### config.mk
export PLATFORM = sky130hd
export DESIGN_NAME = ram_fifo_ctrl
export DESIGN_NICKNAME = d
export VERILOG_FILES = /design/src/rtl/ram_fifo_ctrl.sv
export SDC_FILE = /design/constraint.sdc
export NUM_CORES = 1
export LEC_CHECK = 0
export ABC_CLOCK_PERIOD_IN_PS = 8950
export BUFFER_PORTS_ARGS = -buffer_cell sky130_fd_sc_hd__buf_2
export CAP_MARGIN = 30
export CORE_ASPECT_RATIO = 2
export CORE_MARGIN = 10
export CORE_UTILIZATION = 31
export DETAILED_ROUTE_END_ITERATION = 12
export GPL_ROUTABILITY_DRIVEN = 0
export PLACE_DENSITY = 0.54
export SYNTH_ARGS = -nofsm -noshare
export SYNTH_HDL_FRONTEND = slang
export SYNTH_SLANG_ARGS = --single-unit
### constraint.sdc
create_clock -name clk -period 8.95 [get_ports clk]
set_input_delay 0.895 -clock clk [delete_from_list [all_inputs] [get_ports clk]]
set_output_delay 0.895 -clock clk [all_outputs]
set_load 0.01 [all_outputs]
### src/rtl/ram_fifo_ctrl.sv
// Byte FIFO sequencer in front of a single-port RAM (combinational read, synchronous write).
// Zero-fills the array after reset; optional occupancy outputs under FIFO_LEVEL_EN.
module ram_fifo_ctrl #(
    parameter int DEPTH  = 256,
    parameter int ADDR_W = 8
) (
    input  logic              clk,
    input  logic              rst,
    input  logic              push_valid,
    output logic              push_ready,
    input  logic [7:0]        push_data,
    output logic              pop_valid,
    input  logic              pop_ready,
    output logic [7:0]        pop_data,
    output logic [ADDR_W-1:0] mem_addr,
    output logic [7:0]        mem_data,
    output logic              mem_rw,
    output logic              mem_en,
    input  logic [7:0]        mem_q
`ifdef FIFO_LEVEL_EN
    ,
    output logic [ADDR_W:0]   level,
    output logic              almost_full
`endif
);

    localparam logic [ADDR_W-1:0] LAST   = ADDR_W'(DEPTH - 1);
    localparam logic [ADDR_W:0]   FULL   = (ADDR_W + 1)'(DEPTH);
    localparam logic [ADDR_W:0]   ALMOST = (ADDR_W + 1)'(DEPTH - 1);

    typedef enum logic {CLEAR, RUN} state_t;

    state_t            state, state_nxt;
    logic [ADDR_W-1:0] clr_cnt;
    logic [ADDR_W-1:0] wr_ptr;
    logic [ADDR_W-1:0] rd_ptr;
    logic [ADDR_W:0]   mem_count, count_nxt;
    logic              rd_grant, wr_grant;
    logic              vld_p1, vld_nxt;
    logic [7:0]        pop_data_p1;

    function automatic logic [ADDR_W-1:0] ptr_inc(input logic [ADDR_W-1:0] p);
        return (p == LAST) ? '0 : p + 1'b1;
    endfunction

    always_ff @(posedge clk) begin
        if (rst) state <= CLEAR;
        else     state <= state_nxt;
    end

    // Grants, RAM port drive and next occupancy; read wins over write.
    always_comb begin
        state_nxt  = state;
        rd_grant   = 1'b0;
        wr_grant   = 1'b0;
        push_ready = 1'b0;
        mem_en     = 1'b0;
        mem_rw     = 1'b1;
        mem_addr   = '0;
        mem_data   = '0;
        count_nxt  = mem_count;
        vld_nxt    = vld_p1;
        if (!rst) begin
            if (state == CLEAR) begin
                mem_en   = 1'b1;
                mem_rw   = 1'b0;
                mem_addr = clr_cnt;
                if (clr_cnt == LAST) state_nxt = RUN;
            end else begin
                rd_grant   = (mem_count != '0) && (!vld_p1 || pop_ready);
                push_ready = !rd_grant && (mem_count < FULL);
                wr_grant   = push_valid && push_ready;
                if (rd_grant) begin
                    mem_en    = 1'b1;
                    mem_addr  = rd_ptr;
                    count_nxt = mem_count - 1'b1;
                    vld_nxt   = 1'b1;
                end else if (wr_grant) begin
                    mem_en    = 1'b1;
                    mem_rw    = 1'b0;
                    mem_addr  = wr_ptr;
                    mem_data  = push_data;
                    count_nxt = mem_count + 1'b1;
                end
                if (!rd_grant && vld_p1 && pop_ready) vld_nxt = 1'b0;
            end
        end
    end

    // Stage p1: pointers, occupancy and the registered head byte
    always_ff @(posedge clk) begin
        if (rst) begin
            clr_cnt     <= '0;
            wr_ptr      <= '0;
            rd_ptr      <= '0;
            mem_count   <= '0;
            vld_p1      <= 1'b0;
            pop_data_p1 <= '0;
        end else if (state == CLEAR) begin
            clr_cnt <= clr_cnt + 1'b1;
        end else begin
            mem_count <= count_nxt;
            vld_p1    <= vld_nxt;
            if (wr_grant) wr_ptr <= ptr_inc(wr_ptr);
            if (rd_grant) begin
                rd_ptr      <= ptr_inc(rd_ptr);
                pop_data_p1 <= mem_q;
            end
        end
    end

    assign pop_valid = vld_p1;
    assign pop_data  = pop_data_p1;

`ifdef FIFO_LEVEL_EN
    logic [ADDR_W:0] level_p1;

    // Level counts the head register too, so it can reach DEPTH+1.
    always_ff @(posedge clk) begin
        if (rst || state == CLEAR) level_p1 <= '0;
        else                       level_p1 <= count_nxt + (ADDR_W + 1)'(vld_nxt);
    end

    assign level       = level_p1;
    assign almost_full = (level_p1 >= ALMOST);
`endif

endmodule

==> qor.txt, run 1 <==
Vias in the first global route - 2,454
Largest net degree at the start of global routing - 56
Setup WS post-layout - 4990 ps
Post-Synthesis Cell Area - 0.00256 mm^2
Worst Hold Class - reg -> reg
DR vias - 2,425
CTS tree - yes
Final Slew Violations - 0
Run status - finished clean
Routed WL - 7450 um
Inserted Clock Buffers - 5
Asr flop ratio synth - 0%
CP Max Fanout - 12
Most used DFF post-synth - dfxtp_1
Total Neg Setup Slack - 0 ps
Fin crit share - 44.3%
PostCTS Resize Cnt - 0
# hold bufs at CTS - 0
Fillers - 845
Final #Nets - 383
CTS root buf - clkbuf_16
DRT iter0 DRCs - 127
Required @ worst endpoint - 8060 ps
Leak Pwr - 0.00128 uW
Hold Startpoint - pop_data[5]
PD cells - 147 mW/mm^2
CTS max path bufs - 2
Post-synthesis sequential area ratio - 33.6%
Flop2flop setup slack - 5710 ps
CTS HTree Levels - 2
Reg2reg start - mem_count[3]
Drt drc - 0
Port Buffers - 47
RR Endpoint - mem_count[8]
CP endpoint kind - primary output
Commonest non-fill, non-tap cell in the layout - buf_2
Drt first pass iters - 4
Clock Latency Late Sink - 290 ps
Synth cell types - 55
Fin crit period - 3960 ps
Vias per cell - 5.41
Syn Nets - 342
Gr ovfl total - 0
I/O pins - 48
Slew @ Worst Pin - 946 ps
CP Launch Point - mem_count[3]
FF-to-FF path depth - 9
Most frequent cells in the layout - buf_2, dfxtp_1, nand2_1
Crit Path Class - reg -> out
Slew headroom - 36.8%
#FFs+latches synth - 43
IR drop worst, VDD - 0.0697 mV
Detail Route Antenna Nets - 0
DPL Wire Length - 5720 um
Number of synthesized flops with an enable pin - 0
Core region area - 0.00800 mm^2
Cell row count - 46
Worst setup path end - mem_addr[5]
Clock Sinks - 43
WL per Instance - 16.6 um
RSZ-0062 raised after global routing - false
Final setup fails - 0
Fraction of layout cells with a size suffix above 1 - 18.8%
Number of antenna violations at the first check in global routing - 0
Yosys Warn Count - 0
Clock Skew - 3.82 ps
Setup Buffers After CTS - 0
Fmax - 252 MHz
# diodes - 0
Die X - 84.2 um
Clock-pin slew of the registers on the worst-case setup and hold paths - 60 ps
Layout area overhead - 19.4%
Mean Syn Cell Area - 8.25 um^2
Global-route wire length before repair - 12,000 um
Critical Path AT - 3070 ps
Startpoint types - flop
Die Ht - 148 um
Die Area - 0.0125 mm^2
Post-Syn Instances - 310
Initial core utilization - 32.0%
Hold Vio Cnt, Final - 0
Worst slack at placement - 5240 ps
MaxCap Viol Count - 0
Global Route Usage Sum - 11.8%
==> critical path, stage by stage, from the launching register on <==
cell	delay, ps
dfxtp_1	330
or4_4	570
or3_4	410
nand2_4	80
ha_1	200
and2_1	370
nand2_1	210
nor2_2	280
a221o_1	200
buf_2	130
==> report_power, final <==
| part | internal, uW | switching [uW] | total, uW |
|---|---|---|---|
| clock | 160 | 77.7 | 238 |
| sequential | 193 | 1.54 | 194 |
| combinational | 7.10 | 9.83 | 16.9 |
==> state kept, by name (all words and copies together), names as in the netlist <==
register   count
mem_count      9
clr_cnt        8
pop_data       8
rd_ptr         8
wr_ptr         8
pop_valid      1
state          1
==> through the flow <==
stage                     power (uW)  hold WS, ps  instances  utilization [%]  area [um^2]
after global placement           216          441        440             35.8         2870
after CTS                        454          458        448             38.2         3050
after detailed placement         216          449        440             35.8         2870
after global routing             464          483        448             38.2         3050
after floorplan                  207          454        310                -         2560
final                            449          455        448             38.2         3050
==> worst min-delay path by stage <==
stage | endpoint | slack (ps) | depth (start not counted)
global placement | pop_data[2] | 440 | 2
CTS | pop_data[5] | 460 | 2
floorplan | wr_ptr[3] | 450 | 2
finish | pop_data[5] | 450 | 2
detailed placement | pop_data[5] | 450 | 2
global route | pop_data[4] | 480 | 2
==> synth_stat cells (3+ instances only) <==
cell type,instances,area (um^2)
inv_1,4,15.0
a21oi_1,24,120
and3b_1,4,35.0
nor2b_1,3,18.8
mux2i_1,3,30.0
nor2_1,24,90.1
nand4_1,4,25.0
and3_1,7,43.8
and2_1,12,75.1
or3_1,7,43.8
nand2_1,37,139
clkbuf_1,9,33.8
a21o_1,5,37.5
buf_2,3,15.0
nand3_1,14,70.1
nand3b_1,7,52.6
dfxtp_1,43,861
a311oi_1,9,78.8
ha_1,11,138
a211o_1,5,43.8
xor2_1,11,96.3
nand2b_1,9,56.3
a211oi_1,5,37.5
o21ai_0,9,45.0
==> area by class of cell <==
type                       instances  area [um^2]  share of cell area, %
clock buffer                       6          129                   4.22
clock inverter                     2         60.1                   1.97
inverter                           5         18.8                  0.615
multi-input combinational        247         1620                   52.9
sequential                        43          861                   28.2
tap                               96          120                   3.93
timing repair buffer              49          250                   8.19
==> cells by family after synthesis <==
group | after synthesis | share of synthesized area, %
simple gates | 139 | 28.8
compound gates | 80 | 22.5
flops | 43 | 33.6
buf+inv | 20 | 3.23
xor+xnor | 13 | 4.45
fa+ha+maj | 12 | 6.16
mux | 3 | 1.17
==> metal layers <==
metal	share of wire [%]	GRT usage (%)	up-vias
li1	-	-	1209
met1	35	10.5	1155
met2	58	22.8	45
met4	3.9	7.32	0
met3	3.7	2.63	16
met5	0	0	-
No activity file was read; power rests on OpenSTA's default activity.
==> inputs of run 2 (changes only) <==
--- a/config.mk
+++ b/config.mk
@@ -5,7 +5,7 @@
 export SDC_FILE = /design/constraint.sdc
 export NUM_CORES = 1
 export LEC_CHECK = 0
-export ABC_CLOCK_PERIOD_IN_PS = 8950
+export ABC_CLOCK_PERIOD_IN_PS = 4140
 export BUFFER_PORTS_ARGS = -buffer_cell sky130_fd_sc_hd__buf_2
 export CAP_MARGIN = 30
 export CORE_ASPECT_RATIO = 2
==> constraint.sdc (replaced) <==
create_clock -name clk -period 4.14 [get_ports clk]
set_input_delay 0.414 -clock clk [delete_from_list [all_inputs] [get_ports clk]]
set_output_delay 0.414 -clock clk [all_outputs]
set_load 0.01 [all_outputs]
==> qor.txt, run 2 (synthesis gave the netlist of run 1 again) <==
Max reg flops - 9 (unchanged)
Clock Sinks - 43 (unchanged)
I/O pins - 48 (unchanged)
Fillers - 853 (+0.95%)
Cell Chain, Critical Path - or4_4, or3_4, nand2_4, ha_1, and2_1, nand2_1, nor2_2, and2_1, buf_2
Worst hold margin - 351 ps (-104 ps)
Layout area overhead - 18.6%
Die X - 84.2 um (unchanged)
Leak Pwr - 0.00127 uW (-0.57%)
Total Neg Setup Slack - 0 ps (unchanged)
Largest stage delay, worst path - 570 ps (about the same)
FF-to-FF path depth - 9 (unchanged)
Largest net degree at the start of global routing - 55 (-1.8%)
Port Buffers - 47 (unchanged)
WL per Instance - 17.0 um (+2.3%)
Fraction of layout cells with a size suffix above 1 - 19.0% (+0.28 points)
Crit-path slowest cell - or4_4
Global Route Usage Sum - 12.3% (+0.50 points)
DP Cell Count - 440 (unchanged)
CTS tree - yes
Drt drc - 0 (unchanged)
DRT iter0 DRCs - 100 (-21%)
Worst Hold Class - in -> reg
CTS HTree Levels - 2 (unchanged)
PostCTS Resize Cnt - 0 (unchanged)
Inserted Clock Buffers - 5 (unchanged)
PD cells - 301 mW/mm^2 (+100%)
Register with the most flip-flops - mem_count
Final #Nets - 383 (unchanged)
Most used cell, CP - and2_1
Final setup fails - 0 (unchanged)
Hold path cells - 3 (+1)
Crit Path Class - reg -> out
Final Slew Violations - 0 (unchanged)
Fin crit period - 3460 ps
Non-Filler Instances - 448 (unchanged)
# hold bufs at CTS - 0 (unchanged)
Required @ worst endpoint - 3730 ps (-4330 ps)
DPL Wire Length - 5920 um (+3.6%)
Slew headroom - 37.7% (+0.85 points)
Initial core utilization - 32.0% (unchanged)
Setup Buffers After CTS - 0 (unchanged)
Gr ovfl total - 0 (unchanged)
Most frequent cells in the layout - buf_2, dfxtp_1, nand2_1
Run status - finished clean
MaxCap Viol Count - 0 (unchanged)
Clock Skew - 5.87 ps (+2.05 ps)
IR drop worst, VDD - 0.158 mV (+130%)
CP Max Fanout - 12 (unchanged)
Clock Latency Late Sink - 290 ps (about the same)
CP endpoint kind - primary output
Startpoint types - flop
Die Area - 0.0125 mm^2 (unchanged)
DP Area - 0.00287 mm^2 (unchanged)
DR vias - 2,408 (-0.70%)
Routed WL - 7620 um (+2.3%)
CTS max path bufs - 2 (unchanged)
Commonest non-fill, non-tap cell in the layout - buf_2
Die Ht - 148 um (unchanged)
Core region area - 0.00800 mm^2 (unchanged)
RSZ-0062 raised after global routing - false
CTS root buf - clkbuf_16
Fin area - 0.00303 mm^2 (-0.66%)
Fin crit share - 83.5%
Drt first pass iters - 4 (unchanged)
Detail Route Antenna Nets - 0 (unchanged)
Global-route wire length before repair - 12,500 um (+4.2%)
Slew @ Worst Pin - 934 ps (-12.8 ps)
Vias in the first global route - 2,519 (+2.6%)
Vias per cell - 5.38 (-0.70%)
# diodes - 0 (unchanged)
Critical Path AT - 3040 ps (-30 ps)
Cell row count - 46 (unchanged)
Hold Vio Cnt, Final - 0 (unchanged)
Number of antenna violations at the first check in global routing - 0 (unchanged)
Clock-pin slew of the registers on the worst-case setup and hold paths - 60 ps (about the same)
Fmax - 289 MHz
==> run 2: per-stage QoR <==
stage | utilization, % | setup slack, ps | total power [uW]
6_report | 37.9 | 681 | 913
5_1_grt | 37.9 | 434 | 947
4_1_cts | 37.9 | 671 | 928
3_5_place_dp | 35.8 | 974 | 466
3_3_place_gp | 35.8 | 1020 | 465
2_1_floorplan | - | 1070 | 448
==> run 2: area by class of cell <==
class	instances	area (um^2)	area share, %
flip-flops and latches	43	861	28.4
well taps	96	120	3.96
inverters	5	18.8	0.619
multi-input cells	247	1620	53.2
clock inverters	3	43.8	1.44
repair buffers	49	250	8.25
clock buffers	5	125	4.12
==> run 2: report_power, final <==
group          internal (uW)  leakage, uW  total, uW  switching [uW]
logic                   15.3     0.000844       36.3            21.0
clock network            285    0.0000838        457             172
registers                416     0.000347        419            3.11
total                    716      0.00127        913             197
==> run 2: worst max-delay path, delay by kind of cell (launching register included) <==
| kind | cells | cell delay [ps] |
|---|---|---|
| simple gates | 7 | 2100 |
| flops | 1 | 330 |
| fa+ha+maj | 1 | 190 |
| buf+inv | 1 | 130 |
==> run 2: metal layers <==
metal / vias to the layer above / part of all wire, % / GRT usage, %
li1: 1211 / - / -
met1: 1135 / 34 / 10.5
met2: 47 / 58 / 24.4
met3: 15 / 4.2 / 2.95
met4: 0 / 3.3 / 7.24
met5: - / 0 / 0
==> run 2: worst paths after layout <==
kind                              startpoint      endpoint  slack [ps]
worst max register to register  mem_count[3]  mem_count[8]         960
worst max-delay path            mem_count[3]   mem_data[4]         680
worst min-delay path                mem_q[0]   pop_data[0]         350
worst min register to register   pop_data[0]   pop_data[0]         450
==> inputs of run 3 (changes only) <==
--- a/config.mk
+++ b/config.mk
@@ -5,7 +5,8 @@
 export SDC_FILE = /design/constraint.sdc
 export NUM_CORES = 1
 export LEC_CHECK = 0
-export ABC_CLOCK_PERIOD_IN_PS = 4140
+export ABC_AREA = 1
+export ABC_CLOCK_PERIOD_IN_PS = 2870
 export BUFFER_PORTS_ARGS = -buffer_cell sky130_fd_sc_hd__buf_2
 export CAP_MARGIN = 30
 export CORE_ASPECT_RATIO = 2
@@ -13,7 +14,7 @@
 export CORE_UTILIZATION = 31
 export DETAILED_ROUTE_END_ITERATION = 12
 export GPL_ROUTABILITY_DRIVEN = 0
-export PLACE_DENSITY = 0.54
+export PLACE_DENSITY = 0.55
 export SYNTH_ARGS = -nofsm -noshare
 export SYNTH_HDL_FRONTEND = slang
 export SYNTH_SLANG_ARGS = --single-unit
==> constraint.sdc (replaced) <==
create_clock -name clk -period 2.87 [get_ports clk]
set_input_delay 0.287 -clock clk [delete_from_list [all_inputs] [get_ports clk]]
set_output_delay 0.287 -clock clk [all_outputs]
set_load 0.01 [all_outputs]
==> qor.txt, run 3 <==
CTS HTree Levels - 2 (unchanged)
Final Slew Violations - 0 (unchanged)
CTS max path bufs - 2 (unchanged)
Final setup fails - 0 (unchanged)
Die Ht - 151 um (+1.6%)
Number of synthesized flops with an enable pin - 0 (unchanged)
Synth area leader - dfxtp_1
Run status - finished clean
Clock Skew - 6.52 ps (+0.655 ps)
Slew headroom - 65.1% (+27 points)
Worst hold margin - 237 ps (-114 ps)
Largest stage delay, worst path - 370 ps (-200 ps)
Worst slack at placement - 324 ps (-650 ps)
Mean Syn Cell Area - 6.87 um^2 (-17%)
Leak Pwr - 0.00151 uW (+18%)
Drt drc - 0 (unchanged)
Global-route wire length before repair - 12,500 um (unchanged)
RSZ-0062 raised after global routing - false
Fin crit period - 2610 ps
Clock-pin slew of the registers on the worst-case setup and hold paths - 60 ps (about the same)
Commonest non-fill, non-tap cell in the layout - nand2_1
Gr ovfl total - 0 (unchanged)
Crit-path slowest cell - dfxtp_1
Post-synth top cells - nand2_1, nor2_1, dfxtp_1
Worst-case hold path end point - pop_data[6]
Number of antenna violations at the first check in global routing - 0 (unchanged)
Synth cell types - 35 (-36%)
Drt first pass iters - 4 (unchanged)
Most frequent cells in the layout - nand2_1, nor2_1, buf_2
Final #Nets - 464 (+21%)
Core region area - 0.00829 mm^2 (+3.6%)
CTS root buf - clkbuf_16
Layout area overhead - 17.8%
Worst Hold Class - in -> reg
Clock Latency Late Sink - 290 ps (about the same)
Syn Nets - 418 (+22%)
I/O pins - 48 (unchanged)
Critical Path AT - 2320 ps (-720 ps)
Most used DFF post-synth - dfxtp_1
Total Neg Setup Slack - 0 ps (unchanged)
Inserted Clock Buffers - 5 (unchanged)
Fin crit share - 90.8%
Fin area - 0.00312 mm^2 (+3.0%)
Top cells by area, synth - dfxtp_1, nand2_1, nor2_1, nand3_1, ha_1
Hold Startpoint - mem_q[6]
DR vias - 2,583 (+7.3%)
Global Route Usage Sum - 11.9% (-0.36 points)
Hold Vio Cnt, Final - 0 (unchanged)
Cell row count - 47 (+2.2%)
Largest net degree at the start of global routing - 28 (-49%)
CP Max Fanout - 10 (-2)
# hold bufs at CTS - 0 (unchanged)
DP Cell Count - 522 (+19%)
Synth top area share - 32.5% (-1.2 points)
Yosys Warn Count - 0 (unchanged)
Routed WL - 7630 um (about the same)
Port Buffers - 47 (unchanged)
# diodes - 0 (unchanged)
Required @ worst endpoint - 2580 ps (-1150 ps)
Asr flop ratio synth - 0% (unchanged)
Slew @ Worst Pin - 522 ps (-411 ps)
Die Area - 0.0129 mm^2 (+2.9%)
Setup WS post-layout - 263 ps (-418 ps)
Cell Chain, Critical Path - nor2_2, nand3_2, o21bai_4, ha_1, nand2_1, inv_2, nand2_4, inv_1, buf_4, nand2_1, nor2_1, buf_2
Post-Syn Instances - 386 (+25%)
Crit Path Class - reg -> out
CP endpoint kind - primary output
Vias in the first global route - 2,599 (+3.2%)
RR Endpoint - mem_count[5]
Max reg flops - 9 (unchanged)
#FFs+latches synth - 43 (unchanged)
Flop2flop setup slack - 490 ps (-470 ps)
Post-synthesis sequential area ratio - 32.5% (-1.2 points)
Clock Sinks - 43 (unchanged)
Fmax - 384 MHz
Fraction of layout cells with a size suffix above 1 - 18.7% (-0.33 points)
Count leader, synth - nand2_1
PostCTS Resize Cnt - 0 (unchanged)
Reg2reg start - mem_count[0]
Startpoint types - flop
Die X - 85.4 um (+1.4%)
Detail Route Antenna Nets - 0 (unchanged)
Initial core utilization - 32.0% (about the same)
Post-Synthesis Cell Area - 0.00265 mm^2 (+3.6%)
IR drop worst, VDD - 0.347 mV (+120%)
DPL Wire Length - 6020 um (+1.6%)
MaxCap Viol Count - 0 (unchanged)
Non-Filler Instances - 531 (+19%)
CTS tree - yes
Most used cell, CP - nand2_1
Setup Buffers After CTS - 1 (+1)
Hold path cells - 3 (unchanged)
WL per Instance - 14.4 um (-16%)
PD cells - 407 mW/mm^2 (+35%)
DRT iter0 DRCs - 130 (+30%)
Register with the most flip-flops - mem_count
DP Area - 0.00296 mm^2 (+3.2%)
FF-to-FF path depth - 13 (+4)
Vias per cell - 4.86 (-9.5%)
run 3: cell count changes after synthesis, sizes merged, moves of 8 or more:
cell | before | now
or3 | 8 | 0
nand2 | 39 | 111
inv | 5 | 35
a311oi | 10 | 0
nand3 | 14 | 35
and2 | 12 | 0
nand2b | 9 | 0
nor2 | 25 | 57
run 3: how the worst max path moves through the flow:
stage	slack, ps	start	depth (start not counted)	to
after global placement	390	mem_count[0]	12	mem_data[3]
after floorplan	570	pop_valid	12	mem_data[0]
final	260	mem_count[0]	12	mem_data[2]
after detailed placement	320	mem_count[0]	12	mem_data[2]
after CTS	240	mem_count[0]	12	mem_data[2]
after global routing	20	mem_count[0]	12	mem_data[2]
run 3: metrics by stage:
step	power [uW]	utilization (%)
after CTS	1290	37.7
after global placement	671	35.7
after floorplan	646	-
after detailed placement	672	35.7
after global routing	1320	37.7
final	1270	37.7
run 3: logic make-up after synthesis:
| logic type | synth area share [%] |
|---|---|
| adders and majority gates | 5.95 |
| DFF | 32.5 |
| and+or+nand+nor | 38.5 |
| xor gates and xnor gates | 3.96 |
| buffers and inverters | 8.26 |
| AOI/OAI and AO/OA | 10.9 |
run 3: cell type report:
type | instances | area, um^2
Multi-Input combinational cell | 295 | 1570
Inverter | 35 | 136
Clock inverter | 1 | 7.51
Timing Repair Buffer | 52 | 273
Sequential cell | 43 | 861
Tap cell | 98 | 123
Fill cell | 889 | 5170
Clock buffer | 7 | 153
run 3: critical path, delay by kind of cell (launching register included):
family,cells,cell delay (ps)
AND/OR/NAND/NOR,6,710
buffers and inverters,4,590
flip-flops,1,370
adder cells (fa/ha/maj),1,180
AO/OA/AOI/OAI,1,170
run 3: routing by layer:
metal	GRT usage, %	part of all wire, %	vias to the layer above	wire [um]
met5	0	0	-	0
met4	5.88	2.6	0	200
li1	-	-	1338	-
met2	23.6	58	43	4410
met3	2.96	3.9	10	297
met1	10.7	36	1192	2720
run 3: power breakdown:
part	internal [uW]	switching, uW
Combinational	20.3	33.8
Sequential	600	3.84
Clock	370	242
